`config.mk`:
```
export PLATFORM = sky130hd
export DESIGN_NAME = slave_bus_demux
export DESIGN_NICKNAME = d
export VERILOG_FILES = /design/src/rtl/slave_bus_demux_pkg.sv /design/src/rtl/slave_bus_demux_decoder.sv /design/src/rtl/slave_bus_demux.sv
export SDC_FILE = /design/constraint.sdc
export NUM_CORES = 1
export LEC_CHECK = 0
export ABC_CLOCK_PERIOD_IN_PS = 3600
export CAP_MARGIN = 40
export CORE_AREA = 2 2 216 218
export CTS_BUF_LIST = sky130_fd_sc_hd__clkbuf_2
export CTS_CLUSTER_DIAMETER = 150
export DETAILED_ROUTE_END_ITERATION = 6
export DIE_AREA = 0 0 218 220
export HOLD_SLACK_MARGIN = 0.12
export SLEW_MARGIN = 20
export SYNTH_ARGS = -nofsm -noshare
export SYNTH_HDL_FRONTEND = slang
export SYNTH_SLANG_ARGS = --single-unit
```
`constraint.sdc`:
```
create_clock -name clk -period 3.6 [get_ports clk]
set_input_delay 0.72 -clock clk [delete_from_list [all_inputs] [get_ports clk]]
set_output_delay 0.72 -clock clk [all_outputs]
set_load 0.02 [all_outputs]
```
`src/rtl/slave_bus_demux_pkg.sv`:
```
// Shared types for the slave-side bus demultiplexer.
// Command/result bundles and the demux FSM state.
package slave_bus_demux_pkg;

  typedef struct packed {
    logic        valid;
    logic        write;
    logic [31:0] addr;
    logic [31:0] wdata;
    logic [3:0]  byte_en;
  } bus_cmd_t;

  typedef struct packed {
    logic        done;
    logic        error;
    logic [31:0] rdata;
  } bus_result_t;

  localparam logic [31:0] ERR_RDATA_DEF = 32'hDEAD_BEEF;

  typedef enum logic [1:0] {
    ST_IDLE,
    ST_BUSY,
    ST_ERR
  } demux_state_t;

  function automatic int idx_width(input int n);
    return (n > 1) ? $clog2(n) : 1;
  endfunction

endpackage

```
`src/rtl/slave_bus_demux_decoder.sv`:
```
// Combinational address decoder for the slave demux.
// Lowest matching slave index wins on overlapping windows.
module bus_addr_decoder
  import slave_bus_demux_pkg::*;
#(
  parameter int NUM_SLAVES = 4,
  parameter int IDX_W = idx_width(NUM_SLAVES),
  parameter logic [31:0] SLAVE_BASE [NUM_SLAVES] = '{default: 32'h0},
  parameter logic [31:0] SLAVE_MASK [NUM_SLAVES] = '{default: 32'h0}
) (
  input  logic [31:0]      addr,
  output logic             hit,
  output logic [IDX_W-1:0] index
);

  always_comb begin
    hit   = 1'b0;
    index = '0;
    for (int i = NUM_SLAVES - 1; i >= 0; i--) begin
      if ((addr & SLAVE_MASK[i]) == SLAVE_BASE[i]) begin
        hit   = 1'b1;
        index = IDX_W'(i);
      end
    end
  end

endmodule

```
`src/rtl/slave_bus_demux.sv`:
```
// Fans one master command out to NUM_SLAVES slaves by address,
// tracking the single outstanding transaction and its errors.
module slave_bus_demux
  import slave_bus_demux_pkg::*;
#(
  parameter int NUM_SLAVES = 4,
  parameter logic [31:0] SLAVE_BASE [NUM_SLAVES] = '{
    32'h0000_0000, 32'h1000_0000, 32'h2000_0000, 32'h8000_0000},
  parameter logic [31:0] SLAVE_MASK [NUM_SLAVES] = '{
    32'hF000_0000, 32'hF000_0000, 32'hF000_0000, 32'hF000_0000},
  parameter int TIMEOUT_CYCLES = 255,
  parameter logic [31:0] ERR_RDATA = ERR_RDATA_DEF
) (
  input  logic        clk,
  input  logic        rst_n,
  input  bus_cmd_t    masterCmd,
  output bus_result_t masterResult,
  output bus_cmd_t    slaveCmd [NUM_SLAVES],
  input  bus_result_t slaveResult [NUM_SLAVES],
  output logic        busError,
  output logic [31:0] errorAddr
);

  localparam int IDX_W = idx_width(NUM_SLAVES);
  localparam int CW = $clog2(TIMEOUT_CYCLES + 1);
  localparam logic [CW-1:0] CNT_MAX  = CW'(TIMEOUT_CYCLES);
  localparam logic [CW-1:0] CNT_LAST = CW'(TIMEOUT_CYCLES - 1);
  localparam bus_result_t ERR_RESULT = '{
    done: 1'b1, error: 1'b1, rdata: ERR_RDATA};

  demux_state_t     state;
  logic [IDX_W-1:0] sel_idx;
  logic [CW-1:0]    count;

  logic             dec_hit;
  logic [IDX_W-1:0] dec_idx;
  logic             route_en;
  logic [IDX_W-1:0] route_idx;
  logic             timeout;

  bus_addr_decoder #(
    .NUM_SLAVES (NUM_SLAVES),
    .IDX_W      (IDX_W),
    .SLAVE_BASE (SLAVE_BASE),
    .SLAVE_MASK (SLAVE_MASK)
  ) u_dec (
    .addr  (masterCmd.addr),
    .hit   (dec_hit),
    .index (dec_idx)
  );

  always_comb begin
    route_en     = 1'b0;
    route_idx    = dec_idx;
    timeout      = 1'b0;
    masterResult = '0;
    busError     = 1'b0;
    for (int i = 0; i < NUM_SLAVES; i++)
      slaveCmd[i] = '0;

    unique case (state)
      ST_IDLE: route_en = masterCmd.valid & dec_hit;
      ST_BUSY: begin
        route_en  = 1'b1;
        route_idx = sel_idx;
        timeout   = ~slaveResult[sel_idx].done
                  & (count == CNT_LAST);
      end
      ST_ERR: begin
        masterResult = ERR_RESULT;
        busError     = 1'b1;
      end
      default: ;
    endcase

    if (route_en) begin
      slaveCmd[route_idx] = masterCmd;
      if (slaveResult[route_idx].done)
        masterResult = slaveResult[route_idx];
    end

    // Abort the stalled slave in the same cycle the error is returned
    if (timeout) begin
      slaveCmd[route_idx].valid = 1'b0;
      masterResult = ERR_RESULT;
      busError     = 1'b1;
    end

    if (!rst_n) begin
      masterResult = '0;
      busError     = 1'b0;
      for (int i = 0; i < NUM_SLAVES; i++)
        slaveCmd[i] = '0;
    end
  end

  always_ff @(posedge clk or negedge rst_n) begin
    if (!rst_n) begin
      state     <= ST_IDLE;
      sel_idx   <= '0;
      count     <= '0;
      errorAddr <= '0;
    end else begin
      unique case (state)
        ST_IDLE: begin
          if (masterCmd.valid) begin
            if (!dec_hit) begin
              errorAddr <= masterCmd.addr;
              state     <= ST_ERR;
            end else if (!slaveResult[dec_idx].done) begin
              sel_idx <= dec_idx;
              count   <= '0;
              state   <= ST_BUSY;
            end
          end
        end
        ST_BUSY: begin
          if (slaveResult[sel_idx].done) begin
            state <= ST_IDLE;
          end else if (timeout) begin
            errorAddr <= masterCmd.addr;
            state     <= ST_IDLE;
          end else if (count != CNT_MAX) begin
            count <= count + 1'b1;
          end
        end
        ST_ERR:  state <= ST_IDLE;
        default: state <= ST_IDLE;
      endcase
    end
  end

endmodule

```
==> impl_metrics.tcl <==
set metrics [dict create \
    status "finished, violations left" \
    violations "setup timing" \
    wl_per_cell_um 20.4 \
    die_y_um 220 \
    post_dp_cell_area_um2 12000 \
    fp-row-count 79 \
    cts-root-buf "clkbuf_2" \
    switchingPower_mw 1.33 \
    numCtsBuffers 5 \
    setup_tns_ps -930 \
    p_per_area_nw_per_um2 259 \
    clock_latency_ps 470 \
    p_total_mw 3.23 \
    async_reset_ff_share_pct 100 \
    viasPerCell 3.97 \
    dp.cells 1803 \
    nets 1460 \
    grt-ovfl-total 0 \
    synth.area.top_cells "and2_1, dfrtp_1, mux2_2" \
    critPathKind "input pin to output pin" \
    worst_slack_ps -66.7 \
    hpwl_um 27600 \
    wirelength_um 37900 \
    gr-usage-all-layers_pct 14.2 \
    synth_top_cell_by_area "and2_1" \
    cts_buffer_depth 2 \
    clkSlewWorstSetupHoldPaths_ps 270 \
    r2r_cells 8 \
    syn_area_um2 5100 \
    tightestPinTransition_ps 650 \
    gp_congestion 0.934 \
    max_stage_delay_ps 590 \
    synth-edff-count 0 \
    path_delay_family "buffers and inverters" \
    post_synth_num_cell_types 60 \
    crit_fanout 8 \
    areaGrowthSynthToFinish_pct 144 \
    seq_power_share_pct 22.6 \
    final_cell_mix "and2_1, clkdlybuf4s50_1, clkbuf_2, buf_4, buf_2" \
    synth_top_area_share_pct 33.7 \
    vias 7386 \
    hold_class "input pin to async pin" \
    p_leak_nw 5.68 \
    grt_max_degree 46 \
    cts.sinks 44 \
    maxCapViolations 0 \
    start_util_pct 11.1 \
    die-width_um 218 \
    p_clk_share_pct 9.7 \
    rsz0062_at_grt "yes" \
    drt_iter0_drc 384 \
    crit_chain "clkdlybuf4s50_1 -> buf_4 -> mux2i_1 -> a221o_1 -> or4_4 -> buf_12 -> buf_8 -> o21ai_4 -> buf_6" \
    final_util_pct 27.1 \
    final_common_cell "and2_1" \
    first_pass_iters 6 \
    cts_tree "done" \
    io_pins 555 \
    hold_buffers 0 \
    yosysSeqAreaShare_pct 21.6 \
    period_share_pct 102 \
    dp_slack_ps -777 \
    relSlewSlack_pct 56.7 \
    fin_area_um2 12400 \
    skew_ps 40.1 \
    fillers 4980 \
    min_period_ps 3670 \
    crit_cells 9 \
    reg2reg_slack_ps 1000 \
    combPwrFrac_pct 67.7 \
    p_sw_share_pct 41.3 \
    worst_setup_path_start_kind "input pin" \
    setup_violations 21 \
    drive_gt1_share_pct 40.4 \
    ant_nets 0 \
    core_area_um2 45900 \
    end_kind "output pin" \
    avgSynthCellArea_um2 8.08 \
    htreeDepth 2 \
    dieArea_um2 48000 \
    arrival_ps 2950 \
    hold_viol 0 \
    internal_power_mw 1.89 \
    yosys_warnings 0 \
    crit_buf_inv 5 \
    synth_ff_type "dfrtp_1" \
    portBuffers 554 \
    fmax_ghz 0.273 \
    fin_cells 1862 \
    ir_drop_uv 101 \
    synth-seq-cells 44 \
    antenna_found_initial 6 \
    drv_slew 0 \
    synth_cells 631 \
    whs_ps 377 \
    grt_pass1_wl_um 50400 \
    cp_data_required_time_ps 2880 \
    grt_pass1_vias 7141 \
    syn-num-nets 841 \
    drc 0 \
    slowest_stage "or4_4" \
]
-- cell families (layout without fill, tap and decap cells) --
kind of cell | Yosys count | in the layout | share of synthesized area (%)
muxes | 52 | 52 | 12.0
buffers and inverters | 68 | 688 | 6.11
xor gates and xnor gates | 3 | 3 | 0.515
and+or+nand+nor | 341 | 341 | 41.2
adders and majority gates | 3 | 3 | 0.712
AOI/OAI and AO/OA | 120 | 120 | 17.8
DFF | 44 | 44 | 21.6
other | 0 | 4 | 0
-- cells in the mapped netlist, types with 2 or more instances --
| library cell | number |
|---|---|
| a211oi_1 | 3 |
| a21boi_0 | 12 |
| a21oi_1 | 8 |
| a21oi_2 | 8 |
| a221o_1 | 3 |
| a222oi_1 | 30 |
| a31oi_1 | 3 |
| and2_1 | 275 |
| and2b_1 | 2 |
| buf_2 | 11 |
| buf_6 | 5 |
| clkbuf_1 | 40 |
| dfrtp_1 | 44 |
| ha_1 | 2 |
| inv_1 | 9 |
| mux2_2 | 43 |
| mux2i_1 | 5 |
| mux4_2 | 3 |
| nand2_1 | 17 |
| nand2b_1 | 2 |
| nand3_1 | 5 |
| nand3b_1 | 2 |
| nor2_1 | 7 |
| nor2b_1 | 11 |
| nor3_1 | 5 |
| o211ai_1 | 2 |
| o21ai_0 | 13 |
| o21ai_1 | 21 |
| o21ai_2 | 2 |
| o21bai_1 | 4 |
| or2_2 | 3 |
| or4_1 | 2 |
| xor2_1 | 2 |
-- power groups by stage --
stage | sequential (mW) | combinational, mW | clock [mW]
after global placement | 0.735 | 1.88 | 0
after detailed placement | 0.743 | 1.88 | 0
after global routing | 0.754 | 2.30 | 0.349
final | 0.729 | 2.19 | 0.313
after CTS | 0.732 | 2.10 | 0.337
after floorplan | 0.886 | 0.663 | 0
-- layout make-up --
cell class / count / area (µm²) / share of cell area, %
Timing Repair Buffer: 671 / 6300 / 50.6
Multi-Input combinational cell: 519 / 4180 / 33.5
Sequential cell: 44 / 1100 / 8.88
Tap cell: 607 / 759 / 6.10
Inverter: 9 / 36.3 / 0.292
Clock inverter: 2 / 35.0 / 0.281
Clock buffer: 6 / 30.0 / 0.241
Antenna cell: 4 / 10.0 / 0.0804
-- per-layer routing --
| metal | vias to the layer above | GRT usage (%) | part of all wire [%] | wire, µm |
|---|---|---|---|---|
| li1 | 3441 | - | - | - |
| met1 | 3565 | 17.1 | 41 | 15400 |
| met2 | 347 | 26.6 | 51 | 19300 |
| met3 | 33 | 2.53 | 6.6 | 2510 |
| met4 | 0 | 2.43 | 1.8 | 696 |
| met5 | - | 0 | 0 | 0 |
-- final timing paths --
kind,start,endpoint
max,slaveResult[101],masterResult[30]
min,rst_n,errorAddr[28]
max reg2reg,state[0],count[6]
min reg2reg,errorAddr[7],errorAddr[7]
max in group asynchronous,rst_n,errorAddr[27]
min in group clk,errorAddr[7],errorAddr[7]
-- sequential cells by signal, summed over array words and instances (netlist names) --
register,cells
count,8
sel_idx,2
errorAddr,32
state,2
-- repair_timing --
item / 4_1_cts / 5_1_grt
setup buffers: 28 / 10
endpoints found under the setup margin: 314 / 281
resized for setup: 857 / 253
gates cloned: 10 / 5
pin swaps: 31 / 30
No activity file was read; power rests on OpenSTA's default activity.
